<file path="config.mk">
export PLATFORM = sky130hd
export DESIGN_NAME = pipe_stage_reg
export DESIGN_NICKNAME = d
export VERILOG_FILES = /design/src/rtl/pipe_stage_reg.sv
export SDC_FILE = /design/constraint.sdc
export NUM_CORES = 1
export LEC_CHECK = 0
export CORE_MARGIN = 1.5
export CORE_UTILIZATION = 35
export DETAILED_ROUTE_END_ITERATION = 12
export DONT_BUFFER_PORTS = 1
export SYNTH_ARGS = -nofsm -noshare
export SYNTH_HDL_FRONTEND = slang
export SYNTH_SLANG_ARGS = --single-unit
</file>
<file path="constraint.sdc">
create_clock -name clk -period 2.5 [get_ports clk]
set_clock_uncertainty 0.15 [all_clocks]
set_input_delay 0.25 -clock clk [delete_from_list [all_inputs] [get_ports clk]]
set_output_delay 0.25 -clock clk [all_outputs]
set_load 0.1 [all_outputs]
</file>
<file path="src/rtl/pipe_stage_reg.sv">
// Parametrised pipeline-stage register with valid/ready handshake, flush and a 2-entry skid buffer.
// Define PIPE_STAT_EN to add saturating stall/bubble counters; otherwise those outputs are tied to 0.
module pipe_stage_reg #(
   parameter int DATA_W = 32,
   parameter int CTRL_W = 8,
   parameter int CNT_W  = 16
) (
   input  logic              clk,
   input  logic              rst,
   input  logic              in_valid,
   output logic              in_ready,
   input  logic [DATA_W-1:0] in_data,
   input  logic              flush,
   output logic              out_valid,
   input  logic              out_ready,
   output logic [DATA_W-1:0] out_data,
   output logic [CNT_W-1:0]  stall_cnt,
   output logic [CNT_W-1:0]  bubble_cnt
);

   // Handshake: a bundle moves on an edge where valid && ready are both high on that side;
   // out_data is held stable while out_valid=1 and out_ready=0; in_ready comes only from a flop.

   // {skid_v, main_v}; 2'b10 is unreachable.
   typedef enum logic [1:0] {
      EMPTY = 2'b00,
      FULL  = 2'b01,
      SKID  = 2'b11
   } state_e;

   // Flush clears the control bits and keeps the rest of the bundle.
   localparam logic [DATA_W-1:0] KEEP_MASK = {DATA_W{1'b1}} << CTRL_W;

   state_e            state;
   state_e            state_nxt;
   logic [DATA_W-1:0] main_data;
   logic [DATA_W-1:0] main_nxt;
   logic [DATA_W-1:0] skid_data;
   logic [DATA_W-1:0] skid_nxt;
   logic              accept;
   logic              drain;

   assign in_ready  = ~state[1];
   assign out_valid = state[0];
   assign out_data  = main_data;
   assign accept    = in_valid && in_ready;
   assign drain     = out_valid && out_ready;

   always_ff @(posedge clk) begin
      if (rst) begin
         state     <= EMPTY;
         main_data <= '0;
         skid_data <= '0;
      end else begin
         state     <= state_nxt;
         main_data <= main_nxt;
         skid_data <= skid_nxt;
      end
   end

   always_comb begin
      state_nxt = state;
      main_nxt  = main_data;
      skid_nxt  = skid_data;
      if (flush) begin
         state_nxt = EMPTY;
         main_nxt  = main_data & KEEP_MASK;
      end else begin
         case (state)
            EMPTY: begin
               if (accept) begin
                  state_nxt = FULL;
                  main_nxt  = in_data;
               end
            end
            FULL: begin
               if (accept && drain) begin
                  main_nxt = in_data;
               end else if (accept) begin
                  state_nxt = SKID;
                  skid_nxt  = in_data;
               end else if (drain) begin
                  state_nxt = EMPTY;
               end
            end
            SKID: begin
               if (drain) begin
                  state_nxt = FULL;
                  main_nxt  = skid_data;
               end
            end
            default: state_nxt = EMPTY;
         endcase
      end
   end

`ifdef PIPE_STAT_EN
   always_ff @(posedge clk) begin
      if (rst) begin
         stall_cnt  <= '0;
         bubble_cnt <= '0;
      end else begin
         if (out_valid && !out_ready && (stall_cnt != {CNT_W{1'b1}}))
            stall_cnt <= stall_cnt + CNT_W'(1);
         if (!out_valid && (bubble_cnt != {CNT_W{1'b1}}))
            bubble_cnt <= bubble_cnt + CNT_W'(1);
      end
   end
`else
   assign stall_cnt  = '0;
   assign bubble_cnt = '0;
`endif

endmodule

</file>
==> impl_metrics.py, run 1 <==
metrics = {
    "detailed_routing": {
        "drc": 0,
        "vias": 2599,
        "final_antenna_net_count": 0,
        "wire_per_inst_um": 13.1,
        "dr.pass1.iters": 4,
        "top_layer_used": "met4",
        "m1WireLength_um": 3200,
        "wl_met3_um": 383,
        "drtIter0Drc": 69,
        "avgViaCountPerCell": 4.58,
        "routed_wl_um": 7450,
        "wl_met2_um": 3750,
    },
    "power": {
        "internal_power_w": 0.00190,
        "peakVddDrop_uv": 367,
        "power_w": 0.00293,
        "pwr-share-clk_pct": 35.5,
        "p_sw_share_pct": 35.3,
        "pwr_density_cell_nw_per_um2": 699,
        "seqPwrFrac_pct": 37.9,
        "power.share.combinational_pct": 26.6,
        "p_switching_w": 0.00103,
        "leakagePower_nw": 1.66,
    },
    "logic_synthesis": {
        "syn_area_per_cell_um2": 9.02,
        "ys_seq_area_share_pct": 39.6,
        "netlist_instances": 370,
        "synth-xor-area-share_pct": 0.262,
        "yosysTopAreaCellShare_pct": 39.6,
        "synthTopCellsByArea": "dfxtp_1 40%, mux2i_1 9.9%, mux2_4 9.0%",
        "ys_top_cells_by_count": "67 x nand2_1, 66 x dfxtp_1, 42 x a21oi_1, 33 x mux2i_1, 32 x buf_4",
        "yosysTopAreaCell": "dfxtp_1",
        "synth_edf_count": 0,
        "synth-seq-cells": 66,
        "netlist_area_um2": 3340,
        "async_reset_ff_share_pct": 0,
        "yosys.area_share.simple_pct": 17.5,
        "synthAdderAreaFrac_pct": 1.50,
        "yosysMostFrequentCell": "nand2_1",
        "synth_compound_gate_area_share_pct": 9.56,
        "synth_ff_type": "dfxtp_1",
        "synth_mux_area_share_pct": 20.2,
        "synth_top_family_by_area": "multiplexers",
        "ys_types": 30,
        "synth_warnings": 0,
    },
    "clock_network": {
        "cts_setup_buffers": 0,
        "cts_inserted_buffers": 9,
        "path_clk_slew_ps": 80,
        "htree_levels": 3,
        "root_buffer": "clkbuf_8",
        "clockBufferDepth": 2,
        "cts_sinks": 66,
        "clock_latency_ps": 340,
        "cts_tree": "built",
    },
    "sta": {
        "fmax_ghz": 0.444,
        "min_period_ps": 2250,
        "min_period_over_period_pct": 90.2,
        "setup_tns_ps": 0,
        "slew_viol_final": 0,
        "rsz0062_at_grt": "no",
        "finalSetupViolations": 0,
        "fin_ws_ps": 245,
        "finalHoldViolations": 0,
    },
    "setup_path": {
        "cp_slowest_stage_delay_ps": 480,
        "critical_path_required_ps": 2570,
        "end_kind": "flip-flop",
        "cp_slowest_cell": "dfxtp_1",
        "crit_type": "flip-flop to flip-flop",
        "crit_path_start_kind": "flip-flop",
        "arrival_ps": 2330,
        "crit_fanout": 24,
        "cp_cell_sequence": "clkinvlp_4 > ha_1 > a221oi_2 > nand3b_4 > buf_4 > mux2_4",
    },
    "floorplan": {
        "die_x_um": 101,
        "row_count": 35,
        "ioPinCount": 103,
        "die_h_um": 101,
        "core_area_um2": 9240,
        "floorplan.initialDensity_pct": 36.1,
        "dieArea_um2": 10100,
    },
    "placed_design": {
        "gp_congestion": 0.772,
        "hpwl_um": 4670,
        "place_area_um2": 3590,
        "io_buffers": 0,
        "pre_cts_ws_ps": 252,
    },
    "grt": {
        "grt_overflow": 0,
        "grt_max_degree": 42,
        "grt_pass1_wl_um": 12000,
        "grt_usage_pct": 15.3,
        "grt_pass1_vias": 2570,
        "antenna_found_initial": 0,
    },
    "final_layout": {
        "num-nets-final": 475,
        "design_area_um2": 4200,
        "final_layout_size_suffix_gt1_share_pct": 21.2,
        "fin_util_pct": 45.4,
        "antennaDiodeCount": 0,
        "area_growth_syn_to_layout_pct": 25.8,
    },
    "run": {
        "maxCapViolCount": 0,
    },
    "hold_path": {
        "hp-class": "input port to flip-flop",
    },
    "outcome": {
        "status": "finished clean",
    },
}
==> cell type report <==
| type | count | area (um^2) |
|---|---|---|
| fill | 909 | 5040 |
| tap | 129 | 161 |
| timing repair buffer | 79 | 693 |
| inverter | 3 | 15.0 |
| sequential | 66 | 1320 |
| clock inverter | 5 | 83.8 |
| clock buffer | 11 | 151 |
| multi-input combinational | 275 | 1770 |
==> critical path, delay by kind of cell, from the launching register on <==
family,cells,cell delay [ps]
AOI/OAI and AO/OA,1,370
adders and majority gates,1,230
and+or+nand+nor,1,90
DFF,1,480
muxes,1,340
buffers and inverters,2,460
==> registers in the layout (all words and copies together) (netlist names) <==
signal / cells
skid_data: 32
state: 2
out_data: 32
==> power groups by stage <==
stage	combinational [W]	sequential [W]	clock, W
CTS	0.000786	0.00111	0.00107
finish	0.000782	0.00111	0.00104
floorplan	0.000435	0.00139	0
global placement	0.000715	0.00113	0
detailed placement	0.000723	0.00114	0
global route	0.000819	0.00112	0.00112
==> layout by cell type, fill, tap and decap left out, types with 2 or more instances in the layout <==
master and count:
a211oi_1 8, a21oi_1 42, and2_1 2, buf_4 43, bufinv_16 2, clkbuf_8 11, clkinvlp_4 3, conb_1 32
dfxtp_1 65, dlygate4sd3_1 35, ha_1 3, inv_1 2, mux2_2 4, mux2_4 20, mux2i_1 33, nand2_1 67
nand3_1 2, nor2_1 25, nor2b_1 25
==> per-stage QoR <==
| step | hold WS (ps) | std cells |
|---|---|---|
| CTS | 0.825 | 568 |
| finish | 25.7 | 568 |
| floorplan | 236 | 401 |
| global placement | 174 | 516 |
| global route | 6.13 | 568 |
| detailed placement | 177 | 516 |
==> routing by layer <==
layer	track usage, %	vias up
li1	-	1289
met4	6.39	0
met2	26.9	68
met3	4.09	10
met5	0	-
met1	17.5	1232
==> repair_timing <==
item / CTS / global route
resized for setup: 0 / 0
hold buffers: 36 / 0
endpoints found under the hold margin: 46 / 0
==> final timing paths <==
path | startpoint | end | slack [ps] | depth (start not counted)
worst min register to register | skid_data[11] | skid_data[11] | 310 | 2
worst min-delay path | rst | out_data[19] | 30 | 2
worst max-delay path | state[1] | out_data[10] | 250 | 6
worst max register to register | state[1] | out_data[10] | 250 | 6
==> logic make-up (layout without fill, tap and decap cells) <==
family / count (synthesis) / in the layout
and+or+nand+nor: 126 / 126
AOI/OAI and AO/OA: 55 / 55
buffers and inverters: 60 / 98
other: 1 / 32
xor gates and xnor gates: 1 / 1
muxes: 57 / 57
adders and majority gates: 4 / 4
DFF: 66 / 66
Power figures use the tool's default switching activity.
==> run 2, diff against run 1 <==
Settings changed: CELL_PAD_IN_SITES_DETAIL_PLACEMENT from default to 0, CELL_PAD_IN_SITES_GLOBAL_PLACEMENT from default to 1, PLACE_DENSITY_LB_ADDON from default to 0.1.
==> run 2 against run 1 <==
Net effect:
- first-iteration DRC count rose by 51%
- largest cell class unchanged
- critical path type unchanged
- cell area rose by 0.21%
- total power rose by 1.1%
- highest routed layer unchanged
==> impl_metrics.py, run 2 (synthesis gave the netlist of run 1 again) <==
metrics = {
    "hold_path": {
        "hp-class": "input port to flip-flop",
        "hp-start": "in_data[5]",
    },
    "setup_path": {
        "critical_path_required_ps": 2570,
        "cp_slowest_cell": "dfxtp_1",
        "crit_path_start_kind": "flip-flop",
        "cp_slowest_stage_delay_ps": 460,
        "crit_fanout": 24,
        "crit_type": "flip-flop to flip-flop",
        "critical_path.startpoint": "state[1]",
        "critical_path_buf_inv_count": 2,
        "r2r_start": "state[1]",
        "end_kind": "flip-flop",
        "crit_family": "flip-flops",
        "cp_cell_sequence": "clkinvlp_4 > ha_1 > a221oi_2 > nand3b_4 > buf_4 > mux2_4",
        "arrival_ps": 2290,
    },
    "final_layout": {
        "area_growth_syn_to_layout_pct": 26.0,
        "mostFrequentLayoutCells": "67 x nand2_1, 65 x dfxtp_1, 42 x a21oi_1",
        "final_layout_size_suffix_gt1_share_pct": 20.1,
        "layout_commonest_cell": "nand2_1",
        "num-nets-final": 474,
        "design_area_um2": 4210,
        "finalNonFillerCells": 567,
        "antennaDiodeCount": 0,
    },
    "placed_design": {
        "gp_congestion": 0.806,
        "place_area_um2": 3580,
        "dp_cells": 513,
        "pre_cts_ws_ps": 265,
        "io_buffers": 0,
        "hpwl_um": 4430,
    },
    "clock_network": {
        "root_buffer": "clkbuf_8",
        "clockBufferDepth": 2,
        "cts_sinks": 66,
        "clock_latency_ps": 330,
        "cts_tree": "built",
        "path_clk_slew_ps": 70,
        "cts_inserted_buffers": 9,
        "htree_levels": 3,
        "cts_setup_buffers": 0,
    },
    "floorplan": {
        "die_h_um": 101,
        "dieArea_um2": 10100,
        "die_x_um": 101,
        "ioPinCount": 103,
        "row_count": 35,
        "floorplan.initialDensity_pct": 36.1,
        "core_area_um2": 9240,
    },
    "power": {
        "peakVddDrop_uv": 275,
        "leakagePower_nw": 1.66,
        "pwr_density_cell_nw_per_um2": 705,
    },
    "detailed_routing": {
        "drc": 0,
        "vias": 2528,
        "routed_wl_um": 7700,
        "final_antenna_net_count": 0,
        "drtIter0Drc": 104,
        "dr.pass1.iters": 4,
        "avgViaCountPerCell": 4.46,
        "wire_per_inst_um": 13.6,
    },
    "grt": {
        "grt_use_met3_pct": 4.37,
        "grt_pass1_wl_um": 12400,
        "busiest_layer": "met2",
        "grt_overflow": 0,
        "met2_usage_pct": 26.3,
        "antenna_found_initial": 0,
        "grt_usage_pct": 16.0,
        "grt_max_degree": 46,
        "grt_pass1_vias": 2387,
        "met1_usage_pct": 19.7,
    },
    "sta": {
        "fmax_ghz": 0.449,
        "rsz0062_at_grt": "no",
        "finalHoldViolations": 0,
        "min_period_over_period_pct": 89.0,
        "min_period_ps": 2230,
        "finalSetupViolations": 0,
        "whs_ps": 18.1,
        "slew_viol_final": 0,
        "fin_ws_ps": 274,
    },
    "outcome": {
        "status": "finished clean",
    },
    "run": {
        "maxCapViolCount": 0,
    },
}
==> run 2: changes by cell type in the layout (fill, tap and decap cells not counted) <==
cell           before  now
inv_6               1    0
bufinv_16           2    3
dlygate4sd3_1      35   37
clkbuf_8           11    9
clkinvlp_4          3    2
buf_12              1    2
clkinv_2            0    1
clkbuf_1            0    2
buf_4              43   39
==> run 2: layout make-up <==
cell class                 count  area [um^2]
fill                         892         5030
timing repair buffer          78          703
sequential                    66         1320
clock inverter                 5          103
tap                          129          161
clock buffer                  11          131
inverter                       3         15.0
multi-input combinational    275         1770
==> run 2: power by group <==
part	switching, W	internal (W)
clock	0.000410	0.000662
combinational	0.000597	0.000186
sequential	0.0000155	0.00109
total	0.00102	0.00194
==> run 2: path summary, 6_finish.rpt <==
path,endpoint,slack (ps),depth (start not counted)
setup / recovery,out_data[8],270,6
hold / removal,out_data[5],20,2
setup reg to reg,out_data[8],270,6
hold reg to reg,skid_data[10],300,2
==> run 2: what timing repair did <==
item,CTS,global route
hold buffers,38,0
hold endpoints to repair,38,0
resized for setup,0,0
==> run 2: stage by stage <==
stage / util (%) / power (W) / TNS, ps
floorplan: - / 0.00182 / -261
detailed placement: 38.8 / 0.00186 / 0
finish: 45.5 / 0.00297 / 0
global route: 45.5 / 0.00309 / 0
CTS: 45.5 / 0.00301 / 0
global placement: 38.8 / 0.00185 / 0
==> run 2: layer usage <==
layer	routed length [um]	vias up
li1	-	1287
met4	138	0
met3	466	12
met5	0	-
met2	3600	73
met1	3500	1156
==> run 3, diff against run 2 <==
Settings changed: BUFFER_PORTS_ARGS from default to -buffer_cell sky130_fd_sc_hd__buf_2, CORE_UTILIZATION 35 to 38, DONT_BUFFER_PORTS 1 to default.
Clock period 2.5 ns to 2.25 ns, I/O delays scaled along.
==> run 3 against run 2 <==
Net effect:
- die area down 7.7%
- global-route usage down 0.49 points
- clock-buffer cell count unchanged
- final cell count up 1.8%
- sequential power up 12%
- fmax up 7.5%
- core utilization up 4.1 points
- register-to-register slack worse by 90 ps
- hold slack better by 120 ps
- first-iteration DRC count down 6.7%
- critical path type unchanged
- critical endpoint is now skid_data[6]
- largest power group unchanged
==> impl_metrics.py, run 3 (synthesis gave the netlist of run 1 again) <==
metrics = {
    "power": {
        "pwr_density_cell_nw_per_um2": 758,
        "leakagePower_nw": 1.79,
        "peakVddDrop_uv": 348,
    },
    "clock_network": {
        "ctsResizeCount": 0,
        "cts_tree": "built",
        "clockBufferDepth": 2,
        "cts_setup_buffers": 0,
        "clock_latency_ps": 340,
        "cts_inserted_buffers": 9,
        "cts_sinks": 66,
        "root_buffer": "clkbuf_8",
        "cts_hold_buffers": 32,
        "htree_levels": 3,
        "path_clk_slew_ps": 70,
    },
    "final_layout": {
        "fill_cells": 851,
        "layout_commonest_cell": "buf_2",
        "final_layout_size_suffix_gt1_share_pct": 27.1,
        "fin_util_pct": 49.6,
        "antennaDiodeCount": 0,
        "num-nets-final": 505,
        "multi_input_area_um2": 1790,
        "area_growth_syn_to_layout_pct": 27.7,
        "mostFrequentLayoutCells": "70 x buf_2, 67 x nand2_1, 64 x dfxtp_1",
        "regArea_um2": 1330,
    },
    "placed_design": {
        "io_buffers": 70,
        "pre_cts_ws_ps": 179,
        "gp_congestion": 0.754,
        "hpwl_um": 4430,
    },
    "setup_path": {
        "cp_slowest_stage_delay_ps": 530,
        "r2r_start": "state[1]",
        "crit_fanout": 32,
        "crit_type": "flip-flop to flip-flop",
        "cp_slowest_cell": "or4_1",
        "arrival_ps": 2130,
        "critical_path_required_ps": 2310,
        "rr_endpoint": "skid_data[6]",
        "r2r_setup_slack_ps": 180,
        "end_kind": "flip-flop",
        "reg2reg_depth": 7,
        "cp_cell_sequence": "clkinvlp_4 > ha_1 > inv_1 > or4_1 > buf_4 > nand2_1 > a21oi_1",
        "crit_path_start_kind": "flip-flop",
    },
    "sta": {
        "finalHoldViolations": 0,
        "setup_tns_ps": 0,
        "finalSetupViolations": 0,
        "fin_ws_ps": 180,
        "rsz0062_at_grt": "no",
        "fmax_ghz": 0.483,
        "min_period_ps": 2070,
        "slew_viol_final": 0,
        "min_period_over_period_pct": 92.0,
    },
    "grt": {
        "grt_max_degree": 45,
        "antenna_found_initial": 0,
        "grt_pass1_wl_um": 11700,
        "grt_pass1_vias": 2372,
        "grt_overflow": 0,
        "grt_usage_pct": 15.5,
    },
    "detailed_routing": {
        "top_layer_used": "met4",
        "dr.pass1.iters": 4,
        "final_antenna_net_count": 0,
        "drc": 0,
        "vias": 2598,
        "wl_met3_um": 337,
        "avgViaCountPerCell": 4.50,
        "wire_per_inst_um": 12.2,
        "routed_wl_um": 7030,
        "drtIter0Drc": 97,
        "wl_met2_um": 3140,
        "m1WireLength_um": 3410,
    },
    "run": {
        "maxCapViolCount": 0,
    },
    "hold_path": {
        "hp-start": "flush",
        "min_to": "state[1]",
        "hp-class": "input port to flip-flop",
        "hold_path_depth": 4,
    },
    "floorplan": {
        "core_area_um2": 8590,
        "row_count": 34,
        "die_h_um": 96.7,
        "die_x_um": 96.7,
        "ioPinCount": 103,
        "floorplan.initialDensity_pct": 38.8,
        "dieArea_um2": 9350,
    },
    "outcome": {
        "status": "finished clean",
    },
}
run 3: changes by cell type in the layout (fill, tap and decap cells not counted), moves of 2 or more:
cell,before,now
buf_2,0,70
buf_4,39,3
dlygate4sd3_1,37,32
buf_12,2,4
dfxtp_4,0,2
run 3: metal layers:
layer	vias up	track usage [%]
met2	69	23.5
li1	1348	-
met3	11	3.83
met4	0	7.02
met1	1170	20.9
met5	-	0
run 3: layout make-up:
cell class                 instances  share of cell area [%]
multi-input combinational        275                    42.1
clock inverter                     5                    1.79
clock buffer                      11                    3.32
inverter                           3                   0.352
tap                              108                    3.17
sequential                        66                    31.2
timing repair buffer             109                    18.1
run 3: report_power, final:
| part | internal [W] | switching, W |
|---|---|---|
| registers | 0.00122 | 0.0000243 |
| clock network | 0.000652 | 0.000454 |
| logic | 0.000207 | 0.000679 |
| total | 0.00207 | 0.00116 |
run 3: worst max-delay path: cells and delay by family, from the launching register on:
family / cells / cell delay [ps]
and+or+nand+nor: 2 / 640
adders and majority gates: 1 / 240
AOI/OAI and AO/OA: 1 / 60
buffers and inverters: 3 / 480
DFF: 1 / 370
run 3: metrics by stage:
step	cells	hold WS [ps]	instance area (um^2)	power (W)
floorplan	401	211	3490	0.00203
global placement	529	291	3720	0.00211
detailed placement	529	296	3720	0.00211
CTS	577	127	4260	0.00328
global route	577	183	4260	0.00338
finish	577	142	4260	0.00323
run 3: worst max-delay path by stage:
stage	slack (ps)	depth (start not counted)	start	to
after floorplan	-110	6	state[1]	out_data[10]
final	180	7	state[1]	skid_data[6]
after global placement	220	7	state[1]	skid_data[4]
after detailed placement	180	7	state[1]	skid_data[1]
after global routing	50	7	state[1]	skid_data[6]
after CTS	170	7	state[1]	skid_data[6]
